--- config.mk ---
export PLATFORM = sky130hd
export DESIGN_NAME = tour_cost
export DESIGN_NICKNAME = d
export VERILOG_FILES = /design/src/rtl/tsp_pkg.sv /design/src/rtl/tour_cost_acc.sv /design/src/rtl/tour_cost.sv
export SDC_FILE = /design/constraint.sdc
export NUM_CORES = 1
export LEC_CHECK = 0
export ABC_CLOCK_PERIOD_IN_PS = 3400
export CORE_ASPECT_RATIO = 1.4
export CORE_MARGIN = 4
export CORE_UTILIZATION = 50
export DETAILED_ROUTE_END_ITERATION = 8
export PLACE_DENSITY = 0.8
export SYNTH_ARGS = -nofsm -noshare
export SYNTH_HDL_FRONTEND = slang
export SYNTH_HIERARCHICAL = 1
export SYNTH_SLANG_ARGS = --single-unit
--- constraint.sdc ---
create_clock -name clk -period 3.4 [get_ports clk]
set_clock_uncertainty 0.15 [all_clocks]
set_input_delay 0.68 -clock clk [delete_from_list [all_inputs] [get_ports clk]]
set_output_delay 0.68 -clock clk [all_outputs]
set_load 0.01 [all_outputs]
--- src/rtl/tsp_pkg.sv ---
// Shared types and helpers for the TSP annealing datapath.
// City words pack X in the low coordinate field and Y in the high field.
package tsp_pkg;

    localparam int COORD_W = 32;
    localparam int CITY_W  = 64;

    typedef enum logic [1:0] {
        TC_IDLE,
        TC_FETCH,
        TC_DRAIN,
        TC_FIN
    } tour_cost_state_t;

    function automatic logic [COORD_W-1:0] city_x(input logic [CITY_W-1:0] c);
        return COORD_W'(c);
    endfunction

    function automatic logic [COORD_W-1:0] city_y(input logic [CITY_W-1:0] c);
        return COORD_W'(c >> COORD_W);
    endfunction

endpackage

--- src/rtl/tour_cost_acc.sv ---
// Tour-length accumulator with synchronous clear and add-enable.
// TOUR_COST_SAT_EN selects clamping at all-ones with a sticky overflow flag; otherwise wraps.
module tour_cost_acc #(
    parameter int ACC_W = 32
) (
    input  logic             clk,
    input  logic             rst,
    input  logic             i_clr,
    input  logic             i_add_en,
    input  logic [ACC_W-1:0] i_add,
    output logic [ACC_W-1:0] o_sum,
    output logic             o_overflow
);

    logic [ACC_W-1:0] r_sum;

`ifdef TOUR_COST_SAT_EN
    logic             r_ovf;
    logic [ACC_W:0]   w_sum_ext;

    assign w_sum_ext = {1'b0, r_sum} + {1'b0, i_add};

    always_ff @(posedge clk) begin
        if (rst) begin
            r_sum <= '0;
            r_ovf <= 1'b0;
        end else if (i_clr) begin
            r_sum <= '0;
            r_ovf <= 1'b0;
        end else if (i_add_en) begin
            if (w_sum_ext[ACC_W]) begin
                r_sum <= '1;
                r_ovf <= 1'b1;
            end else begin
                r_sum <= w_sum_ext[ACC_W-1:0];
            end
        end
    end

    assign o_overflow = r_ovf;
`else
    always_ff @(posedge clk) begin
        if (rst) begin
            r_sum <= '0;
        end else if (i_clr) begin
            r_sum <= '0;
        end else if (i_add_en) begin
            r_sum <= r_sum + i_add;
        end
    end

    assign o_overflow = 1'b0;
`endif

    assign o_sum = r_sum;

endmodule

--- src/rtl/tour_cost.sv ---
// Closed-tour length: fetches tour cities, streams city pairs to `distance`, sums results.
// Optional TOUR_COST_SAT_EN makes the accumulator saturate (see tour_cost_acc).
module tour_cost
    import tsp_pkg::*;
#(
    parameter int IDX_W    = 10,
    parameter int ACC_W    = 32,
    parameter int DIST_LAT = 4
) (
    input  logic              clk,
    input  logic              rst,
    input  logic              start,
    input  logic [IDX_W:0]    n_cities,
    output logic              busy,
    output logic              done,
    output logic [ACC_W-1:0]  total,
    output logic              overflow,
    output logic [IDX_W-1:0]  tour_addr,
    input  logic [IDX_W-1:0]  tour_rdata,
    output logic [IDX_W-1:0]  city_addr,
    input  logic [CITY_W-1:0] city_rdata,
    output logic [CITY_W-1:0] dist_citya,
    output logic [CITY_W-1:0] dist_cityb,
    output logic              dist_valid,
    input  logic              dist_out_valid,
    input  logic [31:0]       dist_out
);

    localparam int CNT_W = IDX_W + 1;
    localparam logic [CNT_W-1:0] N_MAX = {1'b1, {IDX_W{1'b0}}};

    tour_cost_state_t  r_state, w_state_nxt;

    logic [CNT_W-1:0]  r_n;
    logic [CNT_W-1:0]  r_acnt;
    logic [CNT_W-1:0]  r_k;
    logic [CNT_W-1:0]  r_issued;
    logic [CNT_W-1:0]  r_rcv;
    logic [IDX_W-1:0]  r_tour_addr;
    logic              r_av;
    logic              r_tv;
    logic              r_cv;
    logic              r_close;
    logic [CITY_W-1:0] r_first;
    logic [CITY_W-1:0] r_prev;

    logic [CNT_W-1:0]  w_n_in;
    logic              w_start_ok;
    logic              w_degen;
    logic              w_issue_mid;
    logic              w_issue;
    logic              w_accept;
    logic              w_last_rcv;

    assign w_n_in      = (n_cities > N_MAX) ? N_MAX : n_cities;
    assign w_start_ok  = (r_state == TC_IDLE) && start;
    assign w_degen     = (w_n_in < CNT_W'(2));
    assign w_issue_mid = r_cv && (r_k != '0);
    assign w_issue     = w_issue_mid || r_close;

    // Only results backed by an outstanding issued pair are taken, so stale
    // results still draining from `distance` after a reset are dropped.
    assign w_accept    = dist_out_valid && (r_issued != r_rcv) &&
                         ((r_state == TC_FETCH) || (r_state == TC_DRAIN));
    assign w_last_rcv  = w_accept && (r_rcv == r_n - 1'b1);

    always_ff @(posedge clk) begin
        if (rst) begin
            r_state <= TC_IDLE;
        end else begin
            r_state <= w_state_nxt;
        end
    end

    always_comb begin
        w_state_nxt = r_state;
        busy        = 1'b0;
        done        = 1'b0;
        unique case (r_state)
            TC_IDLE: begin
                if (start) begin
                    w_state_nxt = w_degen ? TC_FIN : TC_FETCH;
                end
            end
            TC_FETCH: begin
                busy = 1'b1;
                if (r_close) begin
                    w_state_nxt = TC_DRAIN;
                end
            end
            TC_DRAIN: begin
                busy = 1'b1;
                if (w_last_rcv) begin
                    w_state_nxt = TC_FIN;
                end
            end
            TC_FIN: begin
                done        = 1'b1;
                w_state_nxt = TC_IDLE;
            end
            default: w_state_nxt = TC_IDLE;
        endcase
    end

    // Fetch pipeline: r_av = tour address valid, r_tv = tour data valid,
    // r_cv = city coordinate valid, each one cycle behind the previous.
    always_ff @(posedge clk) begin
        if (rst) begin
            r_n         <= '0;
            r_acnt      <= '0;
            r_tour_addr <= '0;
            r_av        <= 1'b0;
            r_tv        <= 1'b0;
            r_cv        <= 1'b0;
        end else begin
            r_tv <= r_av;
            r_cv <= r_tv;
            if (w_start_ok) begin
                r_n <= w_n_in;
                if (!w_degen) begin
                    r_tour_addr <= '0;
                    r_acnt      <= CNT_W'(1);
                    r_av        <= 1'b1;
                end
            end else if (r_av) begin
                if (r_acnt == r_n) begin
                    r_av <= 1'b0;
                end else begin
                    r_tour_addr <= r_tour_addr + 1'b1;
                    r_acnt      <= r_acnt + 1'b1;
                end
            end
        end
    end

    always_ff @(posedge clk) begin
        if (rst) begin
            r_k      <= '0;
            r_close  <= 1'b0;
            r_first  <= '0;
            r_prev   <= '0;
            r_issued <= '0;
            r_rcv    <= '0;
        end else begin
            r_close <= r_cv && (r_k == r_n - 1'b1);
            if (w_start_ok) begin
                r_k      <= '0;
                r_issued <= '0;
                r_rcv    <= '0;
            end else begin
                if (r_cv) begin
                    if (r_k == '0) begin
                        r_first <= city_rdata;
                    end
                    r_prev <= city_rdata;
                    r_k    <= r_k + 1'b1;
                end
                if (w_issue) begin
                    r_issued <= r_issued + 1'b1;
                end
                if (w_accept) begin
                    r_rcv <= r_rcv + 1'b1;
                end
            end
        end
    end

    tour_cost_acc #(
        .ACC_W(ACC_W)
    ) u_acc (
        .clk       (clk),
        .rst       (rst),
        .i_clr     (w_start_ok),
        .i_add_en  (w_accept),
        .i_add     (ACC_W'(dist_out)),
        .o_sum     (total),
        .o_overflow(overflow)
    );

    assign tour_addr  = r_tour_addr;
    assign city_addr  = r_tv ? tour_rdata : '0;
    assign dist_valid = w_issue;
    assign dist_citya = w_issue ? r_prev : '0;
    assign dist_cityb = r_close ? r_first : (w_issue_mid ? city_rdata : '0);

    a_rcv_le_issued: assert property (@(posedge clk) disable iff (rst)
        r_rcv <= r_issued);

    a_result_latency: assert property (@(posedge clk) disable iff (rst)
        w_accept |-> $past(w_issue, DIST_LAT));

endmodule

# [After elaboration in Yosys (flattened, before gate mapping)]
# Cells that the tools add are included.
[totals] out_inout_bits=184 in_bits=121 register_bits=231 word_cells=78
[op_classes] bitwise_logic=1 n_lt_le_gt_ge=2 n_addsub=7 muxes=24 eq_ne=12 reduce_logical=18
[op_table] operator="$mux W64" count=3
[op_table] operator="$mux W11" count=5
[op_table] operator="$mux W10" count=5
[op_table] operator="$add A11 B1 Y11 const B" count=4
[op_table] operator="$eq A11 B11 Y1" count=3
[op_table] operator="$add A32 B32 Y32" count=1
[op_table] operator="$gt A11 B11 Y1 const B" count=1
[op_table] operator="$logic_not A11 Y1" count=1
[op_table] operator="$lt A11 B2 Y1 const B" count=1
[op_table] operator="$ne A11 B11 Y1" count=1
[op_table] operator="$reduce_bool A11 Y1" count=1
[op_table] operator="$sub A11 B1 Y11 const B" count=1
[op_table] operator="$add A10 B1 Y10 const B" count=1
[op_table] operator="$reduce_and A3 Y1" count=3
[op_table] operator="$mux W2" count=4
[op_table] operator="$ne A2 B2 Y1 const B" count=4
[op_table] operator="$pmux W2 S4" count=1
[op_table] operator="$logic_and A1 B1 Y1" count=6
[op_table] operator="$mux W1" count=6
[op_table] operator="$eq A2 B2 Y1 const B" count=2
[op_table] operator="$reduce_or A2 Y1" count=2
[op_table] operator="$eq A2 B1 Y1 const B" count=1
[op_table] operator="$logic_not A2 Y1" count=1
[op_table] operator="$logic_or A1 B1 Y1" count=2
[op_table] operator="other kinds (4)" count=4

# [Depth between registers and ports, before layout]
# Gate-level depths: netlist of the first run.
[logic_depth] depth_word=6 mapped_depth=10

# [By module]
# The synthesis of the first run kept the hierarchy.
[modules_own_cells] mod="tour_cost" area_per_inst_um2=9700.6 cells_each=1246 n_inst=1
[modules_own_cells] mod="tour_cost_acc" area_per_inst_um2=2976.6 cells_each=382 n_inst=1

# [Worst setup path after synthesis of the first run]
# Ideal clock, no wire load.
[synth_timing] path_type="input to register" from="input dist_out[0]" to="register u_acc.r_sum[20], in the netlist u_acc/o_sum[20]" required_ns=3.171 path_slack_ns=0.304 setup_ns=0.079 path_stages=9 arrival_ns=2.867 path_buffers=0 path_cell_list="ha_1 > fa_1 > a211oi_1 > o21ai_0 > o2111ai_1 > a21oi_1 > o31ai_1 > or3b_2 > o211ai_1"
[synth_via] elab_chain_len=1
[synth_rtl] item="start, declared" line="tour_cost.sv:26" text="input logic [31:0] dist_out"
[synth_rtl] item="$add A32 B32 Y32" line="tour_cost_acc.sv:48" text="r_sum <= r_sum + i_add;"
[synth_rtl] item="end signal, assigned" line="tour_cost_acc.sv:48"
[synth_rtl] item="end, declared" line="tour_cost_acc.sv:15" text="logic [ACC_W-1:0] r_sum;"
# Every way passes these cells.
# A chain may end at the register's enable or synchronous reset.

# [Final worst setup path of the first run]
[layout_timing] from="register r_k[4]" to="output dist_cityb[61]"
[layout_via] elab_chain_len=4
[layout_rtl] item="start, declared" line="tour_cost.sv:36" text="logic [CNT_W-1:0] r_k;"
[layout_rtl] item="start signal, assigned" line="tour_cost.sv:156" text="r_k <= r_k + 1'b1;"
[layout_rtl] item="$reduce_bool A11 Y1" line="tour_cost.sv:58" text="assign w_issue_mid = r_cv && (r_k != '0);"
[layout_rtl] item="$logic_and A1 B1 Y1" line="tour_cost.sv:58"
[layout_rtl] item="$mux W64 (2 in a row)" line="tour_cost.sv:184" text="assign dist_cityb = r_close ? r_first : (w_issue_mid ? city_rdata : '0);"
[layout_rtl] item="end, declared" line="tour_cost.sv:23" text="output logic [CITY_W-1:0] dist_cityb,"
# Every way passes these cells.

==> metrics.md, run 1 <==
| Metric | Value |
|---|---|
| Peak VDD IR | `381 uV` |
| H-tree Lvls | `1` |
| CTS tree | `done` |
| Clock Latency Late Sink | `about 0.55 ns` |
| Final setup fails | `0` |
| Post-route non-filler standard cell count | `roughly 2300` |
| Min-Delay Path Depth | `2` |
| Synth Instances | `between 1500 and 2000` |
| Post-layout min period | `roughly 3.3 ns` |
| Post-synth EDFFs | `0` |
| IO Pins | `305` |
| Initial antenna violation count | `2` |
| FF-to-FF path depth | `9` |
| # nets final | `between 2000 and 2500` |
| Final ANT Viol Nets | `0` |
| Final Max Tran Viols | `0` |
| Worst R2R Start | `r_n[0]$_SDFFE_PP0P_` |
| Power per cell area | `390 nW/um^2` |
| Setup TNS | `0 ns` |
| Post-Route Utilization | `70.5%` |
| Synth top area share | `36.5%` |
| Vias | `12909` |
| Initial Util | `51.0%` |
| Worst-Margin Slew | `1.17 ns` |
| Syn avg cell area | `7.79 sq um` |
| Multi-input gate area | `7600 sq um` |
| Tot GR Track Use | `27.3%` |
| Sequential-to-total area share from yosys stat | `a little over a third` |
| First-pass GRT wire length | `64000 um` |
| Top-count cell post-synth | `nand2_1` |
| Pleak | `7.94 nW` |
| Clk buf depth | `3` |
| Worst hold endpoint | `r_prev[13]$_SDFFE_PP0P_` |
| Die W | `143 um` |
| Worst-path fanout max | `16` |
| Top cell family by delay on the critical path | `buffers and inverters` |
| Fin worst setup slack | `just over 0.05 ns` |
| Synth top area cells | `dfxtp_1, nand2_1, a21oi_1, mux2i_1, nor2_1` |
| 1st-pass router iterations | `7` |
| Final period util | `98.5%` |
| Die area | `28000 sq um` |
| Bufs and invs on worst path | `4` |
| Fin Hold WS | `between 0.2 and 0.3 ns` |
| Synth area leader | `dfxtp_1` |
| Mapped Area | `12700 sq um` |
| Maxcap violations | `0` |
| Cts hold-fix bufs | `0` |
| Synth top cells by count | `nand2_1, dfxtp_1, a21oi_1, nor2_1, and2_1` |
| Area Growth Syn to Fin | `38.1%` |
| Fraction of registers with async set/reset | `0%` |
| Crit path required time | `2.57 ns` |
| Critical Path AT | `between 2 and 3 ns` |
| Root Driver | `clkbuf_16` |
| CTS Sinks | `231` |
| Relative slew slack | `about 22%` |
| Core ar. | `24800 sq um` |
| Cts bufs inserted | `25` |
| Netlist cell types | `82` |
| Synthesis warning total | `6` |
| GRT Residual Overflow | `0` |
| Share of layout cells above drive strength 1 | `7.94%` |
| Register bit count reported by yosys | `231` |
| Main flop type after synthesis | `dfxtp_1` |
| Largest net degree at the start of global routing | `111` |
| HP Start | `r_prev[13]$_SDFFE_PP0P_` |
| Mean routed wirelength per cell | `18.0 um` |
| Post-Syn Nets | `1793` |
| Maximum clock frequency | `299 MHz` |
| Worst setup SP type | `flip-flop` |
| Number of port buffers | `303` |
| Critical-path cell list | `nor4_2, nand4b_1, a21oi_4, buf_8, buf_4, clkbuf_16, nor2_1, dlygate4sd2_1` |
| DP Worst Slack | `-0.371 ns` |
| Status | `complete, no violations` |
| Final Hold Viols | `0` |
| FF/Latch Area | `about 4600 sq um` |
| HPWL Detailed | `around 28000 um` |
| DRT iter0 DRCs | `approximately 720` |
| Clock-pin slew on the worst setup and hold paths | `about 0.06 ns` |
| Worst path slowest cell | `dfxtp_1` |
| Vias in the first global route | `12673` |
| Worst r2r dst | `r_state[1]$_SDFFE_PP0P_` |
| Cells after DPL | `2213` |
| Gp weighted congestion | `0.940` |
| Rows | `68` |
| Die Span Y | `196 um` |
| Vias per cell | `5.69` |
| Reg2Reg Setup Slack | `0.32 ns` |
| Tightest Hold Check Type | `reg -> reg` |
| Crit end category | `output pin` |
| Crit path kind | `reg -> out` |
| Total wire length | `40800 um` |
| Slowest Stage Delay on Critical Path | `0.33 ns` |
| Fillers | `1922` |
| DRC Markers | `0` |
[layout make-up]
cell class | count | area share (%)
diodes | 2 | 0.0286
clock buffers | 32 | 3.95
clock inverters | 13 | 1.25
inverters | 28 | 0.615
multi-input cells | 1270 | 43.4
flip-flops and latches | 231 | 26.4
well taps | 315 | 2.25
repair buffers | 377 | 22.1
[power breakdown]
| group | internal (mW) | total, mW | switching [mW] |
|---|---|---|---|
| combinational | 0.427 | 0.985 | 0.558 |
| clock | 1.83 | 3.00 | 1.16 |
| sequential | 2.78 | 2.85 | 0.0699 |
[per-layer routing]
metal	wire (um)	GRT usage (%)	up-vias
met5	0	0	-
met1	14800	30.3	6106
met4	1510	9.48	0
li1	-	-	6184
met3	3590	7.62	103
met2	20800	49.7	516
[worst reg2reg max path, stage by stage (launching register included)]
cell and delay, ns:
dfxtp_1 0.44, inv_1 0.12, ha_1 0.31, nor4b_2 0.33, nand3b_1 0.19, or3_1 0.41
a32oi_1 0.17, o2111ai_1 0.14, o31ai_2 0.33, mux2_1 0.38
[state kept, by name, summed over array words and instances, names as in the netlist]
signal,flops
r_av,1
tour_addr,10
r_prev,64
r_rcv,11
r_issued,11
r_state,2
r_first,64
r_n,11
r_close,1
r_k,11
r_acnt,11
r_cv,1
u_acc/o_sum,32
r_tv,1
[placed cells by master (no fill, tap or decap), types with 8 or more instances in the layout]
cell	Yosys	routed
a21oi_1	174	173
clkbuf_16	0	27
or3_1	15	15
nor4_1	12	10
nand2_1	324	323
nand3_1	31	31
and2_1	83	82
dfxtp_1	231	229
a211oi_1	12	12
buf_4	1	65
o21a_1	10	10
clkdlybuf4s15_1	0	18
and3_1	16	16
xnor2_1	34	34
o21ai_0	42	42
mux2i_1	75	75
nand4_1	20	20
clkdlybuf4s50_1	0	174
inv_1	28	27
nor2_1	159	155
o211ai_1	11	11
a21o_1	9	9
dlymetal6s2s_1	0	71
nor3_1	20	20
dlygate4sd2_1	0	38
xor2_1	59	59
nor2b_1	8	8
ha_1	43	43
[kinds of logic (layout without fill, tap and decap cells)]
group                    after synthesis  count (layout)  synth area share (%)
adder cells (fa/ha/maj)               44              44                  4.40
other                                  1               3                0.0296
buffers and inverters                127             450                  4.12
AO/OA/AOI/OAI                        322             322                  15.6
multiplexers                          77              77                  6.10
AND/OR/NAND/NOR                      733             733                  26.8
flip-flops                           231             231                  36.5
XOR/XNOR                              93              93                  6.43
[worst max-delay path by stage]
| stage | endpoint | slack, ns | cells after the start | start |
|---|---|---|---|---|
| final | dist_cityb[61] | 0.05 | 8 | r_k[4]$_SDFFE_PP0P_ |
| after global placement | u_acc/o_sum[20]$_SDFFE_PP0P_ | -0.32 | 10 | dist_out[0] |
| after floorplan | u_acc/o_sum[20]$_SDFFE_PP0P_ | 0.30 | 9 | dist_out[0] |
| after CTS | dist_citya[11] | -0.12 | 7 | r_k[10]$_SDFFE_PP0P_ |
| after detailed placement | u_acc/o_sum[20]$_SDFFE_PP0P_ | -0.37 | 10 | dist_out[0] |
| after global routing | dist_cityb[25] | -0.04 | 8 | r_k[4]$_SDFFE_PP0P_ |
[timing repair]
action,in CTS,in global routing
endpoints found under the setup margin,129,90
buffers inserted,2,2
gates resized for setup,66,97
pin swaps,2,4
gates cloned,2,2
[per-stage QoR]
step,area [sq um],total power [mW]
global route,17500,7.08
CTS,17200,6.88
global placement,16300,3.85
detailed placement,16300,3.87
floorplan,12700,3.46
finish,17500,6.83
Power figures use the tool's default switching activity.
==> run 2: changes to the inputs <==
- CELL_PAD_IN_SITES_DETAIL_PLACEMENT: unset -> 0
- CELL_PAD_IN_SITES_GLOBAL_PLACEMENT: unset -> 1
- CORE_UTILIZATION: 50 -> 37
- PLACE_DENSITY: 0.8 -> unset
- PLACE_DENSITY_LB_ADDON: unset -> 0.1
- SKIP_CTS_REPAIR_TIMING: unset -> 1
==> metrics.md, run 2 (synthesis results as in run 1) <==
| Metric | Value |
|---|---|
| Status | `complete, but fails checks (was complete, no violations)` |
| Failing checks | `setup timing` |
| Maximum clock frequency | `291 MHz (was 299 MHz)` |
| Clock-pin slew on the worst setup and hold paths | `0.06 ns (about the same)` |
| Largest net degree at the start of global routing | `87 (was 111)` |
| Fin Hold WS | `0.297 ns (about the same)` |
| Vias per cell | `5.13 (was 5.69)` |
| Final setup fails | `1 (was 0)` |
| 1st-pass router iterations | `6 (was 7)` |
| Crit path required time | `2.57 ns (about the same)` |
| HPWL Detailed | `29000 um (was 27700 um)` |
| Multi-input gate area | `7570 sq um (was 7600 sq um)` |
| CTS Sinks | `231 (unchanged)` |
| Commonest non-fill, non-tap cell in the layout | `nand2_1 (unchanged)` |
| Clock Latency Late Sink | `0.55 ns (about the same)` |
| Tot GR Track Use | `21.1% (was 27.3%)` |
| Worst-path fanout max | `22 (was 16)` |
| FF-to-FF path depth | `8 (was 9)` |
| Number of port buffers | `303 (unchanged)` |
| Crit path kind | `reg -> out (unchanged)` |
| RSZ-0062 raised after global routing | `yes` |
| Fin worst setup slack | `-0.0361 ns (was 0.0507 ns)` |
| GR Layer Usage met1 | `25.2% (was 30.3%)` |
| HP Start | `r_prev[20]$_SDFFE_PP0P_ (was r_prev[13]$_SDFFE_PP0P_)` |
| # nets final | `2106 (was 2098)` |
| First-pass GRT wire length | `64500 um (was 64000 um)` |
| Reg2Reg Setup Slack | `0.40 ns (was 0.32 ns)` |
| Die W | `164 um (was 143 um)` |
| Total wire length | `41500 um (was 40800 um)` |
| Gp weighted congestion | `0.857 (was 0.940)` |
| Critical Path AT | `2.61 ns (was 2.52 ns)` |
| Final ANT Viol Nets | `0 (unchanged)` |
| Peak VDD IR | `336 uV (was 381 uV)` |
| Initial antenna violation count | `1 (was 2)` |
| M2 GR Usage | `37.2% (was 49.7%)` |
| Met3 Resource Use GR | `5.81% (was 7.62%)` |
| IO Pins | `305 (unchanged)` |
| GRT Residual Overflow | `0 (unchanged)` |
| Cells after DPL | `2353 (was 2213)` |
| DRT iter0 DRCs | `698 (was 717)` |
| Rows | `79 (was 68)` |
| H-tree Lvls | `1 (unchanged)` |
| Worst-Margin Slew | `0.974 ns (was 1.17 ns)` |
| Min-Delay Path Depth | `2 (unchanged)` |
| Pleak | `8.42 nW (was 7.94 nW)` |
| Power per cell area | `391 nW/um^2 (was 390 nW/um^2)` |
| CTS tree | `done (unchanged)` |
| Maxcap violations | `0 (unchanged)` |
| Worst setup SP type | `flip-flop (unchanged)` |
| Relative slew slack | `35.1% (was 22.1%)` |
| Post-layout min period | `3.44 ns (was 3.35 ns)` |
| Worst r2r dst | `r_state[1]$_SDFFE_PP0P_ (unchanged)` |
| Fillers | `3260 (was 1922)` |
| Final Hold Viols | `0 (unchanged)` |
| Area Growth Syn to Fin | `40.8% (was 38.1%)` |
| Crit end category | `output pin (unchanged)` |
| Initial Util | `37.8% (was 51.0%)` |
| Share of layout cells above drive strength 1 | `8.10% (was 7.94%)` |
| Mean routed wirelength per cell | `17.2 um (was 18.0 um)` |
| Post-Route Utilization | `53.3% (was 70.5%)` |
| Core ar. | `33500 sq um (was 24800 sq um)` |
| Vias in the first global route | `12111 (was 12673)` |
| Final Max Tran Viols | `0 (unchanged)` |
| Worst hold endpoint | `r_prev[20]$_SDFFE_PP0P_ (was r_prev[13]$_SDFFE_PP0P_)` |
| Root Driver | `clkbuf_16 (unchanged)` |
| Setup TNS | `-0.0361 ns (was 0 ns)` |
| Cts bufs inserted | `27 (was 25)` |
| Post-route non-filler standard cell count | `2408 (was 2268)` |
| Commonest non-fill, non-tap cells in the layout | `nand2_1, dfxtp_1, clkdlybuf4s50_1 (unchanged)` |
| Tightest Hold Check Type | `reg -> reg (unchanged)` |
| Die Span Y | `227 um (was 196 um)` |
| FF/Latch Area | `4630 sq um (unchanged)` |
| Die area | `37300 sq um (was 28000 sq um)` |
| GR peak layer | `met2 (unchanged)` |
| Vias | `12347 (was 12909)` |
| Clk buf depth | `3 (unchanged)` |
| DRC Markers | `0 (unchanged)` |
| Worst R2R Start | `r_n[0]$_SDFFE_PP0P_ (unchanged)` |
| Final period util | `101% (was 98.5%)` |
[run 2: per-stage QoR]
step / total power [mW] / setup WS, ns / cell area (sq um)
2_1_floorplan: 3.46 / 0.304 / 12700
3_3_place_gp: 3.89 / -0.326 / 16500
3_5_place_dp: 3.90 / -0.323 / 16500
4_1_cts: 7.09 / -0.376 / 17500
5_1_grt: 7.28 / -0.164 / 17800
6_report: 6.98 / -0.0361 / 17900
[run 2: worst max-delay path by stage]
| stage | slack, ns | endpoint | startpoint | cells after the start |
|---|---|---|---|---|
| floorplan | 0.30 | u_acc/o_sum[20]$_SDFFE_PP0P_ | dist_out[0] | 9 |
| global placement | -0.33 | u_acc/o_sum[20]$_SDFFE_PP0P_ | dist_out[0] | 10 |
| detailed placement | -0.32 | u_acc/o_sum[20]$_SDFFE_PP0P_ | dist_out[0] | 10 |
| CTS | -0.38 | dist_citya[13] | r_k[5]$_SDFFE_PP0P_ | 7 |
| global route | -0.16 | dist_citya[63] | r_k[5]$_SDFFE_PP0P_ | 7 |
| finish | -0.04 | dist_citya[63] | r_k[10]$_SDFFE_PP0P_ | 7 |
[run 2: final cells by class]
class	instances	area share, %
multi-input cells	1270	42.4
flip-flops and latches	231	25.9
repair buffers	383	22.5
clock buffers	34	4.16
well taps	445	3.12
clock inverters	16	1.23
inverters	28	0.603
diodes	1	0.0140
[run 2: routing by layer]
layer / vias up / wire length, um / share of wire (%)
li1: 6199 / - / -
met1: 5799 / 16900 / 41
met2: 293 / 20700 / 50
met3: 54 / 2940 / 7.1
met4: 2 / 896 / 2.2
met5: - / 8 / 0.019
[run 2: worst max-delay path, stage by stage, from the launching register on]
cell             delay (ns)
dfxtp_1                0.35
nor4_1                 0.28
nand4b_1               0.23
a21oi_4                0.24
inv_4                  0.11
clkbuf_16              0.20
and2_1                 0.17
clkdlybuf4s50_1        0.47
[run 2: report_power, final]
group | switching (mW) | internal [mW]
clock | 1.22 | 1.93
combinational | 0.560 | 0.432
sequential | 0.0632 | 2.78
==> run 3: changes to the inputs <==
- ABC_CLOCK_PERIOD_IN_PS: 3400 -> 4100
- CORE_UTILIZATION: 37 -> 39
- clock period: 3.4 -> 4.1 ns (I/O delays scaled with it)
==> metrics.md, run 3 (synthesis results as in run 1) <==
| Metric | Value |
|---|---|
| Status | `complete, no violations (was complete, but fails checks)` |
| Crit path required time | `3.13 ns (was 2.57 ns)` |
| Pleak | `6.09 nW (was 8.42 nW)` |
| Die Span Y | `221 um (was 227 um)` |
| Fin Hold WS | `0.299 ns (was 0.297 ns)` |
| Worst-Margin Slew | `0.842 ns (was 0.974 ns)` |
| Power per cell area | `329 nW/um^2 (was 391 nW/um^2)` |
| Final setup fails | `0 (was 1)` |
| Maximum clock frequency | `between 200 and 300 MHz` |
| Clock Latency Late Sink | `0.54 ns (was 0.55 ns)` |
| RSZ-0062 raised after global routing | `no (was yes)` |
| Fin worst setup slack | `0.228 ns (was -0.0361 ns)` |
| Largest net degree at the start of global routing | `75 (was 87)` |
| Worst-path fanout max | `65 (was 22)` |
| Tightest Hold Check Type | `reg -> reg (unchanged)` |
| CTS Sinks | `231 (unchanged)` |
| Final ANT Viol Nets | `0 (unchanged)` |
| Peak VDD IR | `337 uV (was 336 uV)` |
| Gp weighted congestion | `0.845 (was 0.857)` |
| Initial Util | `39.9% (was 37.8%)` |
| Final period util | `94.4%` |
| Die W | `160 um (was 164 um)` |
| DP Worst Slack | `0.178 ns (was -0.323 ns)` |
| Final Hold Viols | `0 (unchanged)` |
| IO Pins | `305 (unchanged)` |
| 1st-pass router iterations | `4 (was 6)` |
| CTS tree | `done (unchanged)` |
| Initial antenna violation count | `0 (was 1)` |
| Post-route non-filler standard cell count | `2297 (was 2408)` |
| # diodes | `0 (was 1)` |
| Post-layout min period | `3.87 ns` |
| Commonest non-fill, non-tap cells in the layout | `nand2_1, clkdlybuf4s50_1, dfxtp_1 (was nand2_1, dfxtp_1, clkdlybuf4s50_1)` |
| Worst path slowest cell | `clkdlybuf4s50_1 (unchanged)` |
| Cells after DPL | `2249 (was 2353)` |
| Number of port buffers | `303 (unchanged)` |
| Bufs and invs on worst path | `3 (unchanged)` |
| GRT Residual Overflow | `0 (unchanged)` |
| Total wire length | `39500 um (was 41500 um)` |
| Worst setup SP type | `flip-flop (unchanged)` |
| Tot GR Track Use | `21.1% (about the same)` |
| Vias | `12130 (was 12347)` |
| Critical Path AT | `2.90 ns (was 2.61 ns)` |
| # nets final | `2048 (was 2106)` |
| Crit path kind | `reg -> out (unchanged)` |
| Die area | `35500 sq um (was 37300 sq um)` |
| Share of layout cells above drive strength 1 | `4.94% (was 8.10%)` |
| Mean routed wirelength per cell | `17.2 um (about the same)` |
| First-pass GRT wire length | `62700 um (was 64500 um)` |
| Slowest Stage Delay on Critical Path | `0.54 ns (was 0.47 ns)` |
| HPWL Detailed | `27100 um (was 29000 um)` |
| Rows | `77 (was 79)` |
| Critical-path cell list | `nor4_1, nand4b_1, a21oi_4, inv_2, buf_12, and2_1, clkdlybuf4s50_1 (was nor4_1, nand4b_1, a21oi_4, inv_4, clkbuf_16, and2_1, clkdlybuf4s50_1)` |
| Commonest non-fill, non-tap cell in the layout | `nand2_1 (unchanged)` |
| Root Driver | `clkbuf_16 (unchanged)` |
| Top cell family by delay on the critical path | `buffers and inverters (unchanged)` |
| Clk buf depth | `3 (unchanged)` |
| Relative slew slack | `43.9% (was 35.1%)` |
| Clock-pin slew on the worst setup and hold paths | `0.06 ns (about the same)` |
| Core ar. | `31800 sq um (was 33500 sq um)` |
| Final Max Tran Viols | `0 (unchanged)` |
| H-tree Lvls | `1 (unchanged)` |
| Crit end category | `output pin (unchanged)` |
| Vias per cell | `5.28 (was 5.13)` |
| Setup TNS | `0 ns (was -0.0361 ns)` |
| Vias in the first global route | `11932 (was 12111)` |
| DRT iter0 DRCs | `639 (was 698)` |
| DRC Markers | `0 (unchanged)` |
| Maxcap violations | `0 (unchanged)` |
| Area Growth Syn to Fin | `33.6% (was 40.8%)` |
| Cts bufs inserted | `27 (unchanged)` |
run 3: path summary, 6_finish.rpt:
kind | from | to | slack (ns) | cells past startpoint
min reg2reg | r_prev[51]$_SDFFE_PP0P_ | r_prev[51]$_SDFFE_PP0P_ | 0.30 | 2
min | r_prev[51]$_SDFFE_PP0P_ | r_prev[51]$_SDFFE_PP0P_ | 0.30 | 2
max reg2reg | r_n[0]$_SDFFE_PP0P_ | r_state[1]$_SDFFE_PP0P_ | 0.98 | 9
max | r_k[5]$_SDFFE_PP0P_ | dist_citya[12] | 0.23 | 7
run 3: layout make-up:
type / count / area [sq um]
fillers: 3062 / 14900
inverters: 28 / 105
multi-input cells: 1270 / 7560
clock buffers: 41 / 808
flip-flops and latches: 231 / 4630
repair buffers: 325 / 3250
clock inverters: 7 / 91.3
well taps: 395 / 494
run 3: worst min-delay path: cells and delay by family (launching register included):
kind            cells  cell delay (ns)
flops               1             0.30
simple gates        1             0.05
compound gates      1             0.05
run 3: per-layer routing:
| layer | up-vias | track usage [%] | part of all wire (%) |
|---|---|---|---|
| li1 | 6077 | - | - |
| met1 | 5708 | 24.5 | 41 |
| met2 | 290 | 37.8 | 50 |
| met3 | 55 | 5.73 | 7.1 |
| met4 | 0 | 6.28 | 2.6 |
| met5 | - | 0 | 0 |
run 3: through the flow:
step | total power, mW | cell area, sq um | utilization, %
after floorplan | 2.87 | 12700 | -
after global placement | 3.19 | 16000 | 50.4
after global routing | 5.83 | 16900 | 53.3
after CTS | 5.67 | 16900 | 53.3
after detailed placement | 3.19 | 16000 | 50.4
final | 5.58 | 16900 | 53.3
run 3: power breakdown:
group,total (mW),switching [mW],internal (mW)
Combinational,0.770,0.440,0.330
Sequential,2.37,0.0624,2.31
Clock,2.44,0.962,1.48
